===== src/rtl/switch_mmap.sv =====
// Memory-mapped switch/button input peripheral: a 2-flop synchronizer and a per-bit debounce,
// sticky W1C rise/fall flags and a maskable level interrupt.
module switch_mmap #(
    parameter int unsigned WIDTH           = 8,
    parameter int unsigned DEBOUNCE_CYCLES = 50000
) (
    input  logic             clk,
    input  logic             reset,
    input  logic [WIDTH-1:0] sw,
    output logic             irq,
    input  logic             re,
    output logic [31:0]      rd,
    input  logic             we,
    input  logic [31:0]      wd,
    input  logic [31:2]      addr
);

    localparam int unsigned     CW      = $clog2(DEBOUNCE_CYCLES + 1);
    localparam logic [CW-1:0]   CNT_MAX = CW'(DEBOUNCE_CYCLES - 1);

    localparam logic [1:0] A_STATE = 2'd0;
    localparam logic [1:0] A_RISE  = 2'd1;
    localparam logic [1:0] A_FALL  = 2'd2;
    localparam logic [1:0] A_MASK  = 2'd3;

    logic [WIDTH-1:0] s1, s2;
    logic [WIDTH-1:0] state, state_nxt;
    logic [CW-1:0]    cnt     [WIDTH];
    logic [CW-1:0]    cnt_nxt [WIDTH];
    logic [WIDTH-1:0] rise_flags, fall_flags, irq_mask;
    logic [WIDTH-1:0] rise_set, fall_set, rise_clr, fall_clr;
    logic [1:0]       sel;

    assign sel = addr[3:2];

    always_comb begin
        state_nxt = state;
        for (int i = 0; i < WIDTH; i++) begin
            cnt_nxt[i] = cnt[i];
            if (s2[i] == state[i]) begin
                cnt_nxt[i] = '0;
            end else if (cnt[i] == CNT_MAX) begin
                state_nxt[i] = s2[i];
                cnt_nxt[i]   = '0;
            end else begin
                cnt_nxt[i] = cnt[i] + CW'(1);
            end
        end
    end

    assign rise_set = state_nxt & ~state;
    assign fall_set = state & ~state_nxt;
    assign rise_clr = (we && sel == A_RISE) ? wd[WIDTH-1:0] : '0;
    assign fall_clr = (we && sel == A_FALL) ? wd[WIDTH-1:0] : '0;

    always_ff @(posedge clk) begin
        if (reset) begin
            s1         <= '0;
            s2         <= '0;
            state      <= '0;
            rise_flags <= '0;
            fall_flags <= '0;
            irq_mask   <= '0;
            for (int i = 0; i < WIDTH; i++) cnt[i] <= '0;
        end else begin
            s1    <= sw;
            s2    <= s1;
            state <= state_nxt;
            for (int i = 0; i < WIDTH; i++) cnt[i] <= cnt_nxt[i];
            // a set on the same edge as a clear wins so no event is lost
            rise_flags <= (rise_flags & ~rise_clr) | rise_set;
            fall_flags <= (fall_flags & ~fall_clr) | fall_set;
            if (we && sel == A_MASK) irq_mask <= wd[WIDTH-1:0];
        end
    end

    assign irq = |((rise_flags | fall_flags) & irq_mask);

    always_comb begin
        rd = '0;
        if (re) begin
            unique case (sel)
                A_STATE: rd[WIDTH-1:0] = state;
                A_RISE:  rd[WIDTH-1:0] = rise_flags;
                A_FALL:  rd[WIDTH-1:0] = fall_flags;
                A_MASK:  rd[WIDTH-1:0] = irq_mask;
                default: rd = '0;
            endcase
        end
    end

    logic unused_bits;
    assign unused_bits = ^{addr[31:4], wd};

endmodule


===== config.mk =====
export PLATFORM = sky130hd
export DESIGN_NAME = switch_mmap
export DESIGN_NICKNAME = d
export VERILOG_FILES = /design/src/rtl/switch_mmap.sv
export SDC_FILE = /design/constraint.sdc
export NUM_CORES = 1
export LEC_CHECK = 0
export BUFFER_PORTS_ARGS = -buffer_cell sky130_fd_sc_hd__buf_4
export CAP_MARGIN = 20
export CORE_MARGIN = 3
export CORE_UTILIZATION = 50
export CTS_BUF_LIST = sky130_fd_sc_hd__clkbuf_4
export DETAILED_ROUTE_END_ITERATION = 8
export PLACE_DENSITY = 0.71
export SLEW_MARGIN = 40
export SYNTH_ARGS = -nofsm -noshare
export SYNTH_HDL_FRONTEND = slang
export SYNTH_SLANG_ARGS = --single-unit

===== constraint.sdc =====
create_clock -name clk -period 2.9 [get_ports clk]
set_input_delay 0.29 -clock clk [delete_from_list [all_inputs] [get_ports clk]]
set_output_delay 0.29 -clock clk [all_outputs]
set_load 0.01 [all_outputs]

# After elaboration in Yosys (flattened, before gate mapping)
# Memory sizes are Yosys's and may differ from the RTL's.
# Cells that the tools add are included.
totals:
  reg_bits: 48
  ramBits: 128
  input_bits: 74
  out_inout_bits: 33
  elab_cells: 106
  memories: 1
classes:
  addsub: 8
  n_eq_ne: 19
  mux: 47
  bitwise: 20
  reduce_logical: 5
memory_table:
  columns: ["memory", "depth", "width", "rd", "rd_ports_with_merged_regs", "write_ports", "line", "text"]
  rows:
  - ["cnt", 8, 16, 8, 0, 8, "28", "logic [CW-1:0] cnt [WIDTH];"]
op_table:
  columns: ["op", "n"]
  rows:
  - ["two-way mux 16 bit", 24]
  - ["adder 16 x 1 -> 16 bit (second input constant)", 8]
  - ["equality test 16 bit (second input constant)", 8]
  - ["bitwise AND 8 bit", 5]
  - ["NOT 8 bit", 4]
  - ["one-hot mux 8 bit (4 select lines)", 1]
  - ["two-way mux 8 bit", 3]
  - ["bitwise OR 8 bit", 3]
  - ["two-way mux 1 bit", 19]
  - ["equality test 1 bit", 8]
  - ["bitwise OR 1 bit", 8]
  - ["OR reduction 8 bit", 1]
  - ["equality test 2 bit (second input constant)", 2]
  - ["logical AND 1 bit", 3]
  - ["equality test 2 x 1 -> 1 bit (second input constant)", 1]
  - ["logical NOT 2 bit", 1]

# Longest topological paths before layout
# An unclocked memory read counts as a cell.
logic_depth:
  ltp_word: 7
  depth_mapped: 7
  ltp_nobuf: 5

# Worst setup path before layout
# No wires, ideal clock.
synth_timing:
  kind: "flip-flop to flip-flop"
  startpoint: "memory cnt[0][52] (netlist name)"
  endpoint: "memory cnt[0][55] (netlist name)"
  arrival_time_ps: 1782
  required_time_ps: 2785
  path_slack_ps: 1003
  path_stages_with_launch: 6
  path_cell_list: "dfxtp_1 or4_4 or4_4 o21ai_4 buf_6 nor2_1"
synth_rtl:
  columns: ["element", "line"]
  rows:
  - ["start, declared", "28"]

==> impl_metrics.ini <==
[routing]
wl_met2_um = 6250
drc_errors = 0
via_per_inst = 5.06
first_pass_iters = 4
wl_um = 13900
met3_length_um = 484
routed.top_layer = met4
dr.first_iter.drc_count = 342
via_count = 5767
wl_per_cell_um = 12.2
drt-met1-wl_um = 7090
drtAntennaViolNets = 0

[worst_setup_path]
start_kind = register
required_ns = 3.32
end_kind = register
cp_max_fo = 16
r2r_cells = 5
path_class = reg2reg
arrival_ns = 2.64

[pwr]
netSwitchingFraction_pct = 23.5
p_leak_nw = 2.68
p_sw_mw = 0.930
internal-power_mw = 3.02
peakVddDrop_uv = 289
pwr-share-comb_pct = 3.2
clockPowerShare_pct = 34.9
power_density_nw_per_um2 = 463
p_seq_share_pct = 61.9

[die]
die_w_um = 132
core_area_um2 = 15300
start_util_pct = 51.5
io-pin-count = 107
die_area_um2 = 17300
rows = 45
die_h_um = 132

[placed_design]
gp_congestion = 0.831
port_buffers = 30
dpl.hpwl_um = 9580

[clock_network]
cts_resized = 0
cts_tree = built
clk_pin_slew_worst_paths_ns = 0.15
clock_path_buffers = 2
clk_latency_ns = 0.55
cts-buffers-inserted = 17
clock-sinks = 176
cts_root_buf = clkbuf_4
htree_num_levels = 4
post_cts_buffers = 0
postCtsHoldBufs = 8

[timing]
setup_viol = 0
totalNegativeSetupSlack_ns = 0
fin_crit_sh_pct = 76.6
period_needed_ns = 2.22
hold_slack_ns = 0.105
tightest_slew_ns = 0.583
finalClockSkew_ns = 0.0228
finalHoldViolCount = 0
fmax_ghz = 0.450
rsz0062_at_grt = false
maxSlewViolCount = 0
maxSlewHeadroom_pct = 61.0

[global_route]
grt_pass1_wl_um = 24100
grt_max_degree = 49
first_global_vias = 5222
grt_overflow = 0
grtUsageTotal_pct = 16.5
antenna_found_initial = 0

[layout]
diodes = 0
drive_gt1_share_pct = 9.16
final_util_pct = 55.7
areaGrowthSynthToFinish_pct = 8.09
fin_nets = 997

[status]
status = complete, no violations

[logic_synthesis]
synth_warnings = 0
ys_seq_area_share_pct = 44.6
yosysUniqueCellTypes = 43
synthCells = 882
synth_edf_count = 0
syn_area_um2 = 7890
synth-seq-cells = 176
synth-main-ff-cell = dfxtp_1
syn_avg_cell_area_um2 = 8.95
async_flop_share_pct = 0

[run]
cap_violations = 0

[hold_path]
hold_path_class = in2reg
whs_path_depth = 5
## layout make-up
cell class / count / area, µm²
inverter: 31 / 116
multi-input combinational: 650 / 4030
timing repair buffer: 39 / 313
clock inverter: 13 / 139
sequential: 176 / 3520
tap: 211 / 264
fill: 1430 / 6790
clock buffer: 19 / 143
## sequential cells by signal (all words and copies together) (netlist names)
register	flops
irq_mask	8
cnt	128
fall_flags	8
s1	8
rise_flags	8
s2	8
state	8
## critical path, cell delays in order (launching register included)
cell and delay [ns]:
dfxtp_1 0.39, ha_1 0.20, nand3_1 0.28, nor4_2 0.59, or3_1 0.54, nor2_1 0.10
## worst paths after layout
check	start	endpoint	slack (ns)
hold reg to reg	s1[6]	s2[6]	0.45
setup reg to reg	cnt[1][48]	cnt[1][52]	0.68
setup / recovery	cnt[1][48]	cnt[1][52]	0.68
hold / removal	wd[0]	irq_mask[0]	0.10
## cell families (layout without fill, tap and decap cells)
kind of cell,after synthesis,count (layout),share of synthesized area (%)
muxes,15,15,3.17
and+or+nand+nor,430,430,28.7
buffers and inverters,79,102,5.36
other,1,24,0.0475
DFF,176,176,44.6
AOI/OAI and AO/OA,55,55,3.66
xor gates and xnor gates,118,118,13.1
adders and majority gates,8,8,1.27
## routing by layer
metal	GRT usage [%]	vias up
met4	4.20	0
li1	-	3037
met2	25.0	66
met3	4.17	4
met1	23.5	2660
met5	0	-
## synth_stat cells (5+ instances only)
cell type / count / area [µm²]
dfxtp_1: 176 / 3520
nor2_1: 165 / 619
xnor2_1: 91 / 797
nand3_1: 42 / 210
nand4_1: 33 / 206
nor4_1: 32 / 200
inv_1: 31 / 116
nand2_1: 30 / 113
buf_4: 28 / 210
nor3_1: 28 / 140
a21oi_1: 27 / 135
xor2_1: 27 / 236
o21ai_0: 26 / 130
nor2b_1: 16 / 100
nand3b_1: 12 / 90.1
clkbuf_1: 11 / 41.3
and2_1: 10 / 62.6
and3_1: 10 / 62.6
ha_1: 8 / 100
mux4_2: 8 / 180
nand4b_1: 8 / 70.1
mux2i_1: 7 / 70.1
buf_2: 5 / 25.0
nand2b_1: 5 / 31.3
or4_1: 5 / 37.5
## metrics by stage
stage               power [mW]  setup WS (ns)  cell area (µm²)  std cells
floorplan                 2.60           1.00             7980        905
global placement          2.62          0.727             8170       1099
detailed placement        2.62          0.697             8170       1099
CTS                       4.00          0.674             8530       1139
global route              4.12          0.478             8530       1139
finish                    3.95          0.679             8530       1139
## cells in the final DEF (no fill, tap or decap), types with 7 or more instances in the layout
cell             n
buf_4           31
conb_1          24
and3_1          10
clkbuf_4        19
mux2i_1          7
o21ai_0         26
nor3_1          28
xor2_1          27
nand4b_1         8
mux4_2           8
dfxtp_1        176
and2_1          10
nor2_1         165
nor4_1          32
inv_1           31
nand3_1         42
nand3b_1        12
ha_1             8
dlygate4sd3_1    8
a21oi_1         27
xnor2_1         91
nor2b_1         16
nand2_1         30
nand4_1         33
## power by group through the flow
stage	registers, mW	clock network [mW]	logic (mW)
2_1_floorplan	2.50	0	0.103
3_3_place_gp	2.50	0	0.118
3_5_place_dp	2.50	0	0.118
4_1_cts	2.45	1.43	0.127
5_1_grt	2.45	1.53	0.140
6_report	2.45	1.38	0.126
(Power assumes the default switching activity.)
